`config.mk`:
```
export PLATFORM = sky130hd
export DESIGN_NAME = pal_timing_gen_flat
export DESIGN_NICKNAME = d
export VERILOG_FILES = /design/src/rtl/pal_timing_gen_if.sv /design/src/rtl/pal_timing_gen.sv /design/src/flat_wrapper.sv
export SDC_FILE = /design/constraint.sdc
export NUM_CORES = 1
export LEC_CHECK = 0
export ABC_AREA = 1
export BUFFER_PORTS_ARGS = -buffer_cell sky130_fd_sc_hd__buf_2
export CORE_UTILIZATION = 50
export CTS_CLUSTER_DIAMETER = 150
export DETAILED_ROUTE_END_ITERATION = 8
export PLACE_DENSITY = 0.8
export SYNTH_ARGS = -nofsm -noshare
export SYNTH_HDL_FRONTEND = slang
export SYNTH_SLANG_ARGS = --single-unit
```
`constraint.sdc`:
```
create_clock -name clk -period 4.25 [get_ports clk]
set_clock_uncertainty 0.15 [all_clocks]
set_input_delay 0.425 -clock clk [delete_from_list [all_inputs] [get_ports clk]]
set_output_delay 0.425 -clock clk [all_outputs]
set_load 0.01 [all_outputs]
```
`src/rtl/pal_timing_gen_if.sv`:
```
// Raster position and window flags produced by pal_timing_gen, plus its two control inputs.
// slave is the generator's view; master is the view of whoever drives en/phase_alt and consumes the raster.
interface pal_timing_gen_if #(
  parameter int SUB_W = 2,
  parameter int X_W   = 9,
  parameter int Y_W   = 10
);
  logic             en_i;
  logic             phase_alt_i;
  logic [SUB_W-1:0] subpixel_o;
  logic [X_W-1:0]   pixel_x_o;
  logic [Y_W-1:0]   line_y_o;
  logic             vswitch_o;
  logic             hsync_o;
  logic             vsync_o;
  logic             csync_o;
  logic             burst_o;
  logic             active_o;
  logic             carrier_o;
  logic             line_start_o;
  logic             frame_start_o;

  modport slave (
    input  en_i, phase_alt_i,
    output subpixel_o, pixel_x_o, line_y_o, vswitch_o,
           hsync_o, vsync_o, csync_o, burst_o, active_o,
           carrier_o, line_start_o, frame_start_o
  );

  modport master (
    output en_i, phase_alt_i,
    input  subpixel_o, pixel_x_o, line_y_o, vswitch_o,
           hsync_o, vsync_o, csync_o, burst_o, active_o,
           carrier_o, line_start_o, frame_start_o
  );
endinterface

```
`src/rtl/pal_timing_gen.sv`:
```
// Composite-video raster timing generator: subpixel/pixel/line cascade, sync/burst/active windows
// and line-alternating subcarrier bit, every output a flop so the whole set changes on one edge.
module pal_timing_gen #(
  parameter int SUB_W          = 2,
  parameter int X_W            = 9,
  parameter int Y_W            = 10,
  parameter int H_TOTAL        = 284,
  parameter int V_TOTAL        = 625,
  parameter int H_SYNC         = 21,
  parameter int H_BURST_START  = 25,
  parameter int H_BURST        = 10,
  parameter int H_ACTIVE_START = 46,
  parameter int H_ACTIVE       = 231,
  parameter int V_SYNC         = 5,
  parameter int V_ACTIVE_START = 23,
  parameter int V_ACTIVE       = 576
) (
  input logic             clk,
  input logic             rst_n,
  pal_timing_gen_if.slave vid
);

  localparam logic [X_W-1:0]   X_LAST  = X_W'(H_TOTAL - 1);
  localparam logic [Y_W-1:0]   Y_LAST  = Y_W'(V_TOTAL - 1);
  // Window bounds carry one extra bit so an end bound equal to 2^X_W / 2^Y_W still fits.
  localparam logic [X_W:0]     HS_END  = (X_W+1)'(H_SYNC);
  localparam logic [X_W:0]     HB_BEG  = (X_W+1)'(H_BURST_START);
  localparam logic [X_W:0]     HB_END  = (X_W+1)'(H_BURST_START + H_BURST);
  localparam logic [X_W:0]     HA_BEG  = (X_W+1)'(H_ACTIVE_START);
  localparam logic [X_W:0]     HA_END  = (X_W+1)'(H_ACTIVE_START + H_ACTIVE);
  localparam logic [Y_W:0]     VS_END  = (Y_W+1)'(V_SYNC);
  localparam logic [Y_W:0]     VA_BEG  = (Y_W+1)'(V_ACTIVE_START);
  localparam logic [Y_W:0]     VA_END  = (Y_W+1)'(V_ACTIVE_START + V_ACTIVE);
  // -90 degrees of subcarrier expressed in subpixels.
  localparam logic [SUB_W-1:0] CAR_OFF = SUB_W'((1 << SUB_W) - (1 << (SUB_W - 2)));

  logic [SUB_W-1:0] sub_q, sub_d;
  logic [X_W-1:0]   x_q, x_d;
  logic [Y_W-1:0]   y_q, y_d;
  logic             vsw_q, vsw_d;
  logic             hsync_q, hsync_d;
  logic             vsync_q, vsync_d;
  logic             csync_q, csync_d;
  logic             burst_q, burst_d;
  logic             active_q, active_d;
  logic             carrier_q, carrier_d;
  logic             line_start_q, line_start_d;
  logic             frame_start_q, frame_start_d;

  logic             pix_adv;
  logic             line_adv;
  logic [X_W:0]     x_ext;
  logic [Y_W:0]     y_ext;
  logic [SUB_W-1:0] car_sum;

  // Flags are derived from the next counter state so they land on the same edge as the counters.
  always_comb begin
    pix_adv  = &sub_q;
    line_adv = pix_adv && (x_q == X_LAST);

    sub_d = sub_q + SUB_W'(1);

    x_d = x_q;
    if (pix_adv) begin
      x_d = (x_q == X_LAST) ? '0 : x_q + X_W'(1);
    end

    y_d = y_q;
    if (line_adv) begin
      y_d = (y_q == Y_LAST) ? '0 : y_q + Y_W'(1);
    end

    vsw_d = vsw_q ^ line_adv;

    x_ext = {1'b0, x_d};
    y_ext = {1'b0, y_d};

    hsync_d  = (x_ext < HS_END);
    vsync_d  = (y_ext < VS_END);
    csync_d  = hsync_d ^ vsync_d;
    burst_d  = (x_ext >= HB_BEG) && (x_ext < HB_END) && !vsync_d;
    active_d = (x_ext >= HA_BEG) && (x_ext < HA_END) &&
               (y_ext >= VA_BEG) && (y_ext < VA_END);

    car_sum   = sub_d + ((vid.phase_alt_i && vsw_d) ? CAR_OFF : '0);
    carrier_d = car_sum[SUB_W-1];

    line_start_d  = (sub_d == '0) && (x_d == '0);
    frame_start_d = line_start_d && (y_d == '0);
  end

  always_ff @(posedge clk or negedge rst_n) begin
    if (!rst_n) begin
      sub_q         <= '0;
      x_q           <= '0;
      y_q           <= '0;
      vsw_q         <= 1'b0;
      hsync_q       <= 1'b1;
      vsync_q       <= 1'b1;
      csync_q       <= 1'b0;
      burst_q       <= 1'b0;
      active_q      <= 1'b0;
      carrier_q     <= 1'b0;
      line_start_q  <= 1'b1;
      frame_start_q <= 1'b1;
    end else if (vid.en_i) begin
      sub_q         <= sub_d;
      x_q           <= x_d;
      y_q           <= y_d;
      vsw_q         <= vsw_d;
      hsync_q       <= hsync_d;
      vsync_q       <= vsync_d;
      csync_q       <= csync_d;
      burst_q       <= burst_d;
      active_q      <= active_d;
      carrier_q     <= carrier_d;
      line_start_q  <= line_start_d;
      frame_start_q <= frame_start_d;
    end
  end

  assign vid.subpixel_o    = sub_q;
  assign vid.pixel_x_o     = x_q;
  assign vid.line_y_o      = y_q;
  assign vid.vswitch_o     = vsw_q;
  assign vid.hsync_o       = hsync_q;
  assign vid.vsync_o       = vsync_q;
  assign vid.csync_o       = csync_q;
  assign vid.burst_o       = burst_q;
  assign vid.active_o      = active_q;
  assign vid.carrier_o     = carrier_q;
  assign vid.line_start_o  = line_start_q;
  assign vid.frame_start_o = frame_start_q;

endmodule
```
`src/flat_wrapper.sv`:
```
// flat-port wrapper written by rule: the top's interface ports become plain ports
module pal_timing_gen_flat 
#(
  parameter int SUB_W          = 2,
  parameter int X_W            = 9,
  parameter int Y_W            = 10,
  parameter int H_TOTAL        = 284,
  parameter int V_TOTAL        = 625,
  parameter int H_SYNC         = 21,
  parameter int H_BURST_START  = 25,
  parameter int H_BURST        = 10,
  parameter int H_ACTIVE_START = 46,
  parameter int H_ACTIVE       = 231,
  parameter int V_SYNC         = 5,
  parameter int V_ACTIVE_START = 23,
  parameter int V_ACTIVE       = 576
)
  (clk, rst_n, vid_en_i, vid_phase_alt_i, vid_subpixel_o, vid_pixel_x_o, vid_line_y_o, vid_vswitch_o, vid_hsync_o, vid_vsync_o, vid_csync_o, vid_burst_o, vid_active_o, vid_carrier_o, vid_line_start_o, vid_frame_start_o);
  pal_timing_gen_if #(.SUB_W(SUB_W), .X_W(X_W), .Y_W(Y_W)) vid_i ();
  input logic clk;
  input logic rst_n;
  input wire logic [$bits(vid_i.en_i)-1:0] vid_en_i;
  input wire logic [$bits(vid_i.phase_alt_i)-1:0] vid_phase_alt_i;
  output wire logic [$bits(vid_i.subpixel_o)-1:0] vid_subpixel_o;
  output wire logic [$bits(vid_i.pixel_x_o)-1:0] vid_pixel_x_o;
  output wire logic [$bits(vid_i.line_y_o)-1:0] vid_line_y_o;
  output wire logic [$bits(vid_i.vswitch_o)-1:0] vid_vswitch_o;
  output wire logic [$bits(vid_i.hsync_o)-1:0] vid_hsync_o;
  output wire logic [$bits(vid_i.vsync_o)-1:0] vid_vsync_o;
  output wire logic [$bits(vid_i.csync_o)-1:0] vid_csync_o;
  output wire logic [$bits(vid_i.burst_o)-1:0] vid_burst_o;
  output wire logic [$bits(vid_i.active_o)-1:0] vid_active_o;
  output wire logic [$bits(vid_i.carrier_o)-1:0] vid_carrier_o;
  output wire logic [$bits(vid_i.line_start_o)-1:0] vid_line_start_o;
  output wire logic [$bits(vid_i.frame_start_o)-1:0] vid_frame_start_o;
  assign vid_i.en_i = vid_en_i;
  assign vid_i.phase_alt_i = vid_phase_alt_i;
  assign vid_subpixel_o = vid_i.subpixel_o;
  assign vid_pixel_x_o = vid_i.pixel_x_o;
  assign vid_line_y_o = vid_i.line_y_o;
  assign vid_vswitch_o = vid_i.vswitch_o;
  assign vid_hsync_o = vid_i.hsync_o;
  assign vid_vsync_o = vid_i.vsync_o;
  assign vid_csync_o = vid_i.csync_o;
  assign vid_burst_o = vid_i.burst_o;
  assign vid_active_o = vid_i.active_o;
  assign vid_carrier_o = vid_i.carrier_o;
  assign vid_line_start_o = vid_i.line_start_o;
  assign vid_frame_start_o = vid_i.frame_start_o;
  pal_timing_gen #(.SUB_W(SUB_W), .X_W(X_W), .Y_W(Y_W), .H_TOTAL(H_TOTAL), .V_TOTAL(V_TOTAL), .H_SYNC(H_SYNC), .H_BURST_START(H_BURST_START), .H_BURST(H_BURST), .H_ACTIVE_START(H_ACTIVE_START), .H_ACTIVE(H_ACTIVE), .V_SYNC(V_SYNC), .V_ACTIVE_START(V_ACTIVE_START), .V_ACTIVE(V_ACTIVE)) u_core (.clk(clk), .rst_n(rst_n), .vid(vid_i));
endmodule
```
==> metrics.yaml <==
critPathRequiredTime_ns: 4.28
crit_path_end_kind: "register"
start_util: 0.5207
top_layer: "met4"
die_height_um: 69.34
multi_input_area_um2: 1300
final.fill_count: 423
grt_max_degree: 32
finalHoldViolations: 0
p_per_area_nw_per_um2: 513.4
syn_area_um2: 2267
max_cap_viol_count: 0
fin_nets: 383
drtIter0Drc: 196
ant_nets: 0
period_share: 0.6212
fin_crit_ns: 2.640
dp.final_hpwl_um: 3767
rows: 24
seqPwrFrac: 0.353
leakage_nw: 1.339
io_pins: 34
synthCells: 342
syn_nets: 351
cts_setup_buffers: 0
min_path_type: "input pin to async pin"
grt_pass1_wl_um: 9204
fin_ws_ns: 1.610
regArea_um2: 755.7
met2WireLength_um: 2525
met3_length_um: 242
largest_reg_flops: 10
crit_type: "register to register"
die_w_um: 69.34
area_growth_syn_to_layout_pct: 12.58
clock_latency_ns: 0.29
drc: 0
reg2reg_to: "u_core.vid.csync_o$_DFFE_PN0P_"
dp_slack_ns: 1.670
grt-ovfl-total: 0
slew_viol_final: 0
tightest_slew_ns: 0.6804
cp_max_fo: 11
vias: 2258
dp.cells: 419
ys_ff_latch: 30
cts_hold_buf: 0
cts_buffers: 5
swShare: 0.4406
cts_buffer_depth: 2
avgViaCountPerCell: 5.288
max_freq_mhz: 378.8
crit_path_start_kind: "register"
cts.sinks: 30
status: "finished clean"
switchingPower_uw: 577.5
finalSetupViolations: 0
clk_pin_slew_ns: 0.07
wl_met1_um: 2424
gp_congestion: 0.8325
firstDrtPassIters: 4
rr_worst_depth: 14
pwr-share-comb: 0.428
cts_resized: 0
cts_tree: "built"
die-area_um2: 4807
synth_warnings: 0
fin_cells: 427
power.share.clock: 0.219
synth_cell_type_count: 29
core_region_area_um2: 4354
cts_max_level: 2
regToRegSetupSlack_ns: 1.61
grt_use_total: 0.2378
slew_headroom: 0.5464
intPower_uw: 733.0
first_global_vias: 1985
drive_gt1_frac: 0.2107
diodes: 0
syn_area_per_cell_um2: 6.629
ys_seq_area_frac: 0.3333
ir_drop_uv: 204.3
r2r_start: "u_core.vid.subpixel_o[0]$_DFFE_PN0P_"
io_buffers: 33
wl_um: 5263
setup_tns_ns: 0
rsz0062_at_grt: "no"
antenna_found_initial: 0
arrival_ns: 2.67
wl_per_cell_um: 12.33
root_buffer: "clkbuf_8"
[routing by layer]
layer | vias to the layer above | track usage
met5 | - | 0
met4 | 0 | 0.08390
met3 | 7 | 0.04070
met2 | 60 | 0.3711
met1 | 1045 | 0.3324
li1 | 1146 | -
[synthesized netlist by cell type]
cell | count | share of area
nand2_2 | 7 | 0.019
clkbuf_1 | 4 | 0.0066
a21oi_2 | 1 | 0.0039
ha_1 | 5 | 0.028
inv_2 | 6 | 0.0099
nand4_2 | 1 | 0.0055
buf_2 | 1 | 0.0022
dfstp_2 | 4 | 0.046
inv_1 | 35 | 0.058
o21ai_0 | 23 | 0.051
nand3_2 | 6 | 0.026
nand4_1 | 9 | 0.025
nand3b_1 | 1 | 0.0033
nor3_1 | 2 | 0.0044
nand3_1 | 29 | 0.064
a31oi_1 | 1 | 0.0028
o21ai_1 | 1 | 0.0022
o211ai_1 | 2 | 0.0066
nor2_2 | 6 | 0.017
nor2_1 | 36 | 0.060
buf_6 | 3 | 0.015
nand3_4 | 1 | 0.0077
o21bai_1 | 1 | 0.0033
clkinv_1 | 1 | 0.0017
nand2_1 | 119 | 0.20
a21oi_1 | 1 | 0.0022
dfrtp_1 | 26 | 0.29
xor2_1 | 4 | 0.015
nor2_4 | 6 | 0.030
[worst max-delay path, cell delays in order (launching register included)]
cell     delay, ns
dfrtp_1       0.42
ha_1          0.43
nand2_2       0.14
inv_1         0.09
nand3_1       0.08
nor2_2        0.47
nand3_1       0.17
nand2_2       0.13
nor2_1        0.08
nor2_4        0.10
nor2_4        0.04
nand3_1       0.08
nand2_1       0.06
nand2_1       0.05
inv_1         0.03
[cell families (layout without fill, tap and decap cells)]
kind of cell | Yosys count | in the layout | share of synthesized area
adders and majority gates | 5 | 5 | 0.02759
and+or+nand+nor | 223 | 223 | 0.4586
xor gates and xnor gates | 4 | 4 | 0.01545
DFF | 30 | 30 | 0.3333
AOI/OAI and AO/OA | 30 | 30 | 0.07174
buffers and inverters | 50 | 83 | 0.09326
[through the flow]
| step | util | hold slack, ns | power (mW) | cell area [µm²] |
|---|---|---|---|---|
| after global routing | 0.5862 | 0.08137 | 1.423 | 2552 |
| after floorplan | - | -0.02059 | 0.8604 | 2267 |
| after CTS | 0.5862 | 0.05586 | 1.318 | 2552 |
| after detailed placement | 0.5612 | 0.3054 | 1.021 | 2444 |
| after global placement | 0.5612 | 0.3062 | 1.009 | 2444 |
| final | 0.5862 | 0.01975 | 1.311 | 2552 |
[area by class of cell]
cell class / count / area share
Tap cell: 52 / 0.02549
Clock inverter: 3 / 0.01569
Multi-Input combinational cell: 262 / 0.5093
Timing Repair Buffer: 33 / 0.06471
Inverter: 42 / 0.06176
Clock buffer: 5 / 0.02696
Sequential cell: 30 / 0.2961
[power by group through the flow]
stage               sequential [mW]  clock (mW)  combinational, mW
floorplan                     0.479           0              0.381
global placement              0.464           0              0.545
detailed placement            0.464           0              0.557
CTS                           0.461       0.297              0.561
global route                  0.475       0.307              0.642
finish                        0.463       0.286              0.561
[worst max-delay path by stage]
stage | start | cells past startpoint | slack [ns] | to
after floorplan | u_core.vid.subpixel_o[0]$_DFFE_PN0P_ | 16 | 2.19 | u_core.vid.csync_o$_DFFE_PN0P_
after global placement | u_core.vid.subpixel_o[0]$_DFFE_PN0P_ | 14 | 1.76 | u_core.vid.csync_o$_DFFE_PN0P_
after detailed placement | u_core.vid.subpixel_o[0]$_DFFE_PN0P_ | 14 | 1.67 | u_core.vid.csync_o$_DFFE_PN0P_
after CTS | u_core.vid.subpixel_o[0]$_DFFE_PN0P_ | 14 | 1.65 | u_core.vid.csync_o$_DFFE_PN0P_
after global routing | u_core.vid.subpixel_o[0]$_DFFE_PN0P_ | 12 | 1.38 | u_core.vid.active_o$_DFFE_PN0P_
final | u_core.vid.subpixel_o[0]$_DFFE_PN0P_ | 14 | 1.61 | u_core.vid.csync_o$_DFFE_PN0P_
[placed cells by master (no fill, tap or decap), drive strengths merged]
cell type,count
a31oi,1
nand3b,1
buf,33
nand2,126
dfrtp,26
o21bai,1
dfstp,4
a21oi,2
nor3,2
nor2,48
clkbuf,5
bufinv,1
inv,41
o21ai,24
nand4,10
nand3,36
xor2,4
clkinv,3
o211ai,2
ha,5
Note: power is estimated with default switching activity, not from simulation.
